<file path="config.mk">
export PLATFORM = sky130hd
export DESIGN_NAME = mul_div_unit
export DESIGN_NICKNAME = d
export VERILOG_FILES = /design/src/rtl/mul_div_unit.sv
export SDC_FILE = /design/constraint.sdc
export NUM_CORES = 1
export LEC_CHECK = 0
export ABC_AREA = 1
export ABC_CLOCK_PERIOD_IN_PS = 6600
export CAP_MARGIN = 20
export CORE_AREA = 2 2 204 226
export DETAILED_ROUTE_END_ITERATION = 12
export DIE_AREA = 0 0 206 228
export PLACE_DENSITY = 0.61
export SLEW_MARGIN = 20
export SYNTH_ARGS = -nofsm -noshare
export SYNTH_HDL_FRONTEND = slang
export SYNTH_SLANG_ARGS = --single-unit
export TNS_END_PERCENT = 30
</file>
<file path="constraint.sdc">
create_clock -name clk -period 6.6 [get_ports clk]
set_input_delay 0.66 -clock clk [delete_from_list [all_inputs] [get_ports clk]]
set_output_delay 0.66 -clock clk [all_outputs]
set_load 0.05 [all_outputs]
</file>
<file path="src/rtl/mul_div_unit.sv">
// Iterative multiply/divide unit: radix-2 shift-add multiply and restoring divide,
// one iteration per cycle, with pipeline stall, flush and divide-by-zero handling.
module mul_div_unit #(
    parameter int WIDTH = 32
) (
    input  logic             clk,
    input  logic             reset_n,
    input  logic             start,
    input  logic [1:0]       op,
    input  logic [WIDTH-1:0] a,
    input  logic [WIDTH-1:0] b,
    input  logic             flush,
    output logic             stall,
    output logic             done,
    output logic [WIDTH-1:0] hi,
    output logic [WIDTH-1:0] lo,
    output logic             div_by_zero
);

    localparam int CW = $clog2(WIDTH);

    typedef enum logic [1:0] {IDLE, CALC, DONE} state_t;

    state_t             state, state_next;
    logic [CW-1:0]      cnt;
    logic [1:0]         op_q;
    logic [WIDTH-1:0]   opnd;
    logic               sa, sb, dz_q;
    logic [2*WIDTH:0]   acc, acc_next;
    logic               is_div, is_mult_s, last, accept, div0;
    logic               sa_in, sb_in;
    logic [WIDTH-1:0]   mag_a, mag_b;
    logic [WIDTH:0]     upper, mext, sum, shifted, dvsr, rem_next;
    logic               ge;
    logic [WIDTH-1:0]   res_hi, res_lo, quo, rem;

    assign is_div    = op_q[1];
    assign is_mult_s = (op_q == 2'b00);
    assign last      = (cnt == CW'(WIDTH - 1));
    assign accept    = (state == IDLE) && start && !flush;
    assign div0      = accept && op[1] && (b == '0);

    // Only MULT (00) and DIV (10) treat operands as signed.
    assign sa_in = a[WIDTH-1] & ~op[0];
    assign sb_in = b[WIDTH-1] & ~op[0];
    assign mag_a = sa_in ? -a : a;
    assign mag_b = sb_in ? -b : b;

    always_comb begin
        upper    = acc[2*WIDTH:WIDTH];
        mext     = is_mult_s ? {opnd[WIDTH-1], opnd} : {1'b0, opnd};
        // The multiplier MSB carries negative weight in signed mode, so the last step subtracts.
        if (acc[0])
            sum = (is_mult_s && last) ? upper - mext : upper + mext;
        else
            sum = upper;
        shifted  = acc[2*WIDTH-1:WIDTH-1];
        dvsr     = {1'b0, opnd};
        ge       = (shifted >= dvsr);
        rem_next = ge ? shifted - dvsr : shifted;
        if (is_div)
            acc_next = {1'b0, rem_next[WIDTH-1:0], acc[WIDTH-2:0], ge};
        else
            acc_next = {is_mult_s ? sum[WIDTH] : 1'b0, sum, acc[WIDTH-1:1]};

        quo = acc_next[WIDTH-1:0];
        rem = acc_next[2*WIDTH-1:WIDTH];
        if (is_div) begin
            res_lo = (sa ^ sb) ? -quo : quo;
            res_hi = sa ? -rem : rem;
        end else begin
            res_lo = acc_next[WIDTH-1:0];
            res_hi = acc_next[2*WIDTH-1:WIDTH];
        end
    end

    always_comb begin
        state_next = state;
        case (state)
            IDLE: if (accept) state_next = div0 ? DONE : CALC;
            CALC: begin
                if (flush)     state_next = IDLE;
                else if (last) state_next = DONE;
            end
            DONE:    state_next = IDLE;
            default: state_next = IDLE;
        endcase
    end

    assign stall       = reset_n && (accept || (state == CALC && !flush));
    assign done        = reset_n && (state == DONE) && !flush;
    assign div_by_zero = done && dz_q;

    always_ff @(posedge clk) begin
        if (!reset_n) begin
            state <= IDLE;
            cnt   <= '0;
            op_q  <= '0;
            opnd  <= '0;
            sa    <= 1'b0;
            sb    <= 1'b0;
            dz_q  <= 1'b0;
            acc   <= '0;
            hi    <= '0;
            lo    <= '0;
        end else begin
            state <= state_next;
            if (accept) begin
                op_q <= op;
                sa   <= sa_in;
                sb   <= sb_in;
                cnt  <= '0;
                dz_q <= div0;
                opnd <= op[1] ? mag_b : a;
                acc  <= {{(WIDTH+1){1'b0}}, op[1] ? mag_a : b};
                if (div0) begin
                    hi <= a;
                    lo <= '1;
                end
            end else if (state == CALC && !flush) begin
                acc <= acc_next;
                cnt <= cnt + 1'b1;
                if (last) begin
                    hi <= res_hi;
                    lo <= res_lo;
                end
            end
        end
    end

endmodule

</file>
# Yosys cells after proc, flatten, opt, wreduce, memory -nomap -nowiden
# Cells that the tools add are included.
# classes
bitwise	5
n_addsub	8
n_mux	29
n_reduce_logical	20
order_cmp	1
eq_ne	6
# op_table
op	n
32-bit 2-to-1 mux	19
32-bit negator	4
33-bit 2-to-1 mux	3
65-bit 2-to-1 mux	1
33-bit adder	1
33-bit by 32-bit >= comparator with 1-bit output	1
33-bit subtractor	1
32-bit zero test	1
32-bit subtractor	1
1-bit logical AND	10
2-bit 2-to-1 mux	4
5-bit by 1-bit adder with 5-bit output, second input constant	1
5-bit equality test, second input constant	1
2-bit zero test	2
2-bit case mux with 2 select lines	1
2-bit nonzero test	2
3-bit inequality test, second input constant	1
3-bit AND reduction	1
1-bit bitwise AND	2
2-bit by 1-bit equality test with 1-bit output, second input constant	1
2-bit equality test, second input constant	1
2-bit by 1-bit inequality test with 1-bit output, second input constant	1
2-bit inequality test, second input constant	1
1-bit NOT	2
other kinds (6)	6
# totals
elab_cells	80
input_bits	70
regBits	173
out_inout_bits	67

# Logic depth before layout (Yosys ltp)
# logic_depth
word_depth	13
ltp_mapped	39
ltp_nobuf	39

# Worst setup path before layout
# No wires, ideal clock.
# synth_timing
path_kind	register to register
start	register opnd[0]
end	register hi[31]
path_stages_with_launch	35
path_slack_ps	2241
n_path_buf	0
setup_time_ps	134
arrival_time_ps	4225
t_required_ps	6466
synth_period_minus_slack_ps	4359
cell_sequence	dfxtp_1 > nor3_1 > inv_1 > nor3_1 > inv_1 > nor3_1 > nand3_1 > nor3_1 > nand4_1 > nor3_1 > nand2_1 > nor3_1 > nand4_1 > nand2_1 > xor2_1 > inv_1 > ha_1 > nand2_1 > nor2_1 > inv_1 > nor2_1 > inv_1 > nor3_1 > nand2_1 > nand3_1 > nand3_1 > nand2_1 > nand2_1 > inv_1 > nand3b_1 > nand3b_1 > o21ai_0 > nand2_1 > nand3_1 > a21oi_1
# synth_via
elab_chain_len	11
elab_cells_between_ends	15
classes_between	4 x add/sub; 1 x order compare; 10 x mux
# synth_lines
item	line_no	rtl
from (decl)	27	logic [WIDTH-1:0] opnd;
from (signal assigned)	114	opnd <= op[1] ? mag_b : a;
33-bit 2-to-1 mux	51	mext = is_mult_s ? {opnd[WIDTH-1], opnd} : {1'b0, opnd};
33-bit adder / 33-bit subtractor (equally long branches)	54	sum = (is_mult_s && last) ? upper - mext : upper + mext;
33-bit 2-to-1 mux	54	
33-bit 2-to-1 mux	53	if (acc[0])
65-bit 2-to-1 mux *	61	if (is_div)
32-bit negator	70	res_hi = sa ? -rem : rem;
32-bit 2-to-1 mux	70	
32-bit 2-to-1 mux *	68	if (is_div) begin
32-bit 2-to-1 mux *	123	if (last) begin
32-bit 2-to-1 mux *	120	end else if (state == CALC && !flush) begin
32-bit 2-to-1 mux *	108	if (accept) begin
to (signal assigned)	124	hi <= res_hi;
to (decl)	15	output logic [WIDTH-1:0] hi,
# Mark *: on every way between the ends. The rest lies on a longest branch, timed or not. The select of a mux whose other input is x is not followed.
# A chain may end at the register's enable or synchronous reset.

# Final worst setup path
# layout_timing
start	register opnd[0]
end	register hi[23]
# The elaborated chain is that of the path after synthesis.

==> results.toml <==
[routing]
ant_nets = 0
first_iter_violations = 2167
detail_route.wirelength_mm = 90.7
viasPerCell = 5.74
dr.pass1.iters = 5
vias = 21395
drcViolationCount = 0
avgRoutedWirePerCell_microns = 24.3

[yosys]
synth_cells = 3066
synth_area_sq_um = 17700
syn-num-nets = 3209
synth_cell_type_count = 59
synth_seq_area_share_pct = 19.6
synth-edff-count = 0
synth_seq_cells = 173
synth_warnings = 0
synth_area_leaders = "dfxtp_1 20%, nand2_1 15%, inv_1 9.7%"
async_flop_share_pct = 0
synth_ff_type = "dfxtp_1"
avgSynthCellArea_sq_um = 5.76
yosysTopAreaCellShare_pct = 19.6
synth.largest_area_cell = "dfxtp_1"

[critical_path]
required_ns = 6.98
path_max_fanout = 5
cp.arrival_ns = 6.29
max_stage_delay_ns = 0.39
crit_path_frequent_cell = "nand2_1"
path_buf_inv = 2
cp.depth = 32
crit_type = "reg2reg"
end_kind = "flop"
rr_worst_depth = 32
cp_top_family = "simple AND/OR/NAND/NOR gates"
critical-path-slowest-cell = "nor3_1"
startpoint_type = "flop"

[layout]
final-seq-area_sq_um = 3470
multi_input_area_sq_um = 11900
area_growth_pct = 13.5
fin_nets = 3268
drive_gt1_share_pct = 5.16
fill_cells = 4972
stdcell_count = 3729

[clock_tree]
post_cts_resized = 0
hold_buffers = 0
clkLatencyLatePin_ns = 0.51
clock_path_buffers = 2
cts.sinks = 173
post_cts_buffers = 0
cts_buffers = 17
htree_levels = 4
cts_tree = "built"
clkTransAtPathRegs_ns = 0.07
cts-root-buf = "clkbuf_16"

[hold_path]
hp-class = "reg2reg"
worstHoldPathCells = 2

[grt]
grt_pass1_wl_mm = 131
grt_pass1_vias = 19977
antenna_found_initial = 3
grt_max_degree = 142
grt.total_usage_pct = 38.3
grt-ovfl-total = 0

[power]
powerDensity_nw_per_um2 = 211
leakagePower_nw = 9.47
total_power_mw = 4.23
ir_worst_vdd_uv = 198

[place]
dp_hpwl_mm = 73.2
gp_congestion = 1.00
dp_cells = 3694
io_buffers = 136

[sta]
fmaxAchievable_mhz = 169
min_period_ns = 5.91
clock_skew_ns = 0.0169
hold_viol = 0
tns_ns = 0
tightest_slew_ns = 1.09
setup_viol = 0
rsz0062_at_grt = "false"
max_slew_margin_pct = 27.2
post-route-period-util_pct = 89.5
finalMaxSlewViolations = 0

[floorplan]
ios = 137
start_util_pct = 39.3
row_count = 82
die_h_microns = 228
coreArea_sq_um = 44900
die_x_microns = 206
dieArea_sq_um = 47000

[job]
maxCapViolations = 0

[outcome]
status = "finished, final reports clean"
==> kinds of logic after synthesis <==
family	share of synthesized area [%]
fa+ha+maj	5.26
buf+inv	13.3
mux	0.177
xor+xnor	3.62
flops	19.6
compound gates	24.1
simple gates	34.0
==> per-layer routing <==
| metal | vias up | wire [microns] | GRT usage (%) |
|---|---|---|---|
| li1 | 10210 | - | - |
| met1 | 9927 | 35200 | 45.7 |
| met2 | 1018 | 41500 | 61.9 |
| met3 | 240 | 5700 | 4.83 |
| met4 | 0 | 8360 | 29.6 |
| met5 | - | 0 | 0 |
==> Yosys cell counts, drive strengths merged (14+ instances only) <==
| master | instances |
|---|---|
| nand2 | 733 |
| inv | 464 |
| a21oi | 332 |
| nor2 | 320 |
| o21ai | 315 |
| nand3 | 185 |
| dfxtp | 173 |
| clkbuf | 79 |
| ha | 71 |
| xor2 | 59 |
| nor3 | 55 |
| buf | 44 |
| nand4 | 43 |
| o211ai | 30 |
| a31oi | 19 |
| o22ai | 16 |
| a221oi | 14 |
| xnor2 | 14 |
==> worst register-to-register path: cells and delay by family, from the launching register on <==
family	cells	cell delay (ns)
buffers and inverters	2	0.14
adder cells (fa/ha/maj)	1	0.37
XOR/XNOR	1	0.28
flip-flops	1	0.34
AND/OR/NAND/NOR	24	3.91
AO/OA/AOI/OAI	4	0.77
==> metrics by stage <==
stage                     setup WS [ns]  util (%)  cell area, sq um  hold slack, ns
final                             0.690      44.6             20000           0.471
after global routing             0.0329      44.6             20000           0.480
after CTS                         0.824      44.6             20000           0.470
after detailed placement          0.841      43.2             19400           0.459
after global placement            0.850      43.2             19400           0.452
after floorplan                    2.24         -             17700           0.429
==> state kept, by name, indices dropped and copies added, names as in the netlist <==
register / flops
sa: 1
hi: 32
dz_q: 1
lo: 32
acc: 65
opnd: 32
op_q: 2
sb: 1
state: 2
cnt: 5
==> power breakdown <==
part	switching (mW)	internal, mW
Sequential	0.0483	1.08
Combinational	1.44	0.560
Clock	0.583	0.516
Total	2.07	2.16
==> cell type report <==
| type | count | area share (%) |
|---|---|---|
| well taps | 588 | 3.67 |
| clock buffers | 17 | 2.12 |
| multi-input cells | 2299 | 59.3 |
| inverters | 471 | 8.83 |
| diodes | 3 | 0.0375 |
| flip-flops and latches | 173 | 17.3 |
| repair buffers | 163 | 7.84 |
| clock inverters | 15 | 0.936 |
==> path summary, 6_finish.rpt <==
| path | from | to | slack, ns |
|---|---|---|---|
| worst max register to register | opnd[0] | hi[23] | 0.69 |
| worst min-delay path | hi[0] | hi[0] | 0.47 |
| worst max-delay path | opnd[0] | hi[23] | 0.69 |
| worst min register to register | hi[0] | hi[0] | 0.47 |
==> placed cells by master (no fill, tap or decap), types with 43 or more instances in the layout <==
cell type        instances
a21oi_1                330
clkdlybuf4s50_1        135
dfxtp_1                172
ha_1                    71
inv_1                  454
nand2_1                701
nand3_1                171
nand4_1                 43
nor2_1                 292
nor3_1                  52
o21ai_0                291
xor2_1                  59
Note: power is estimated with default switching activity, not from simulation.
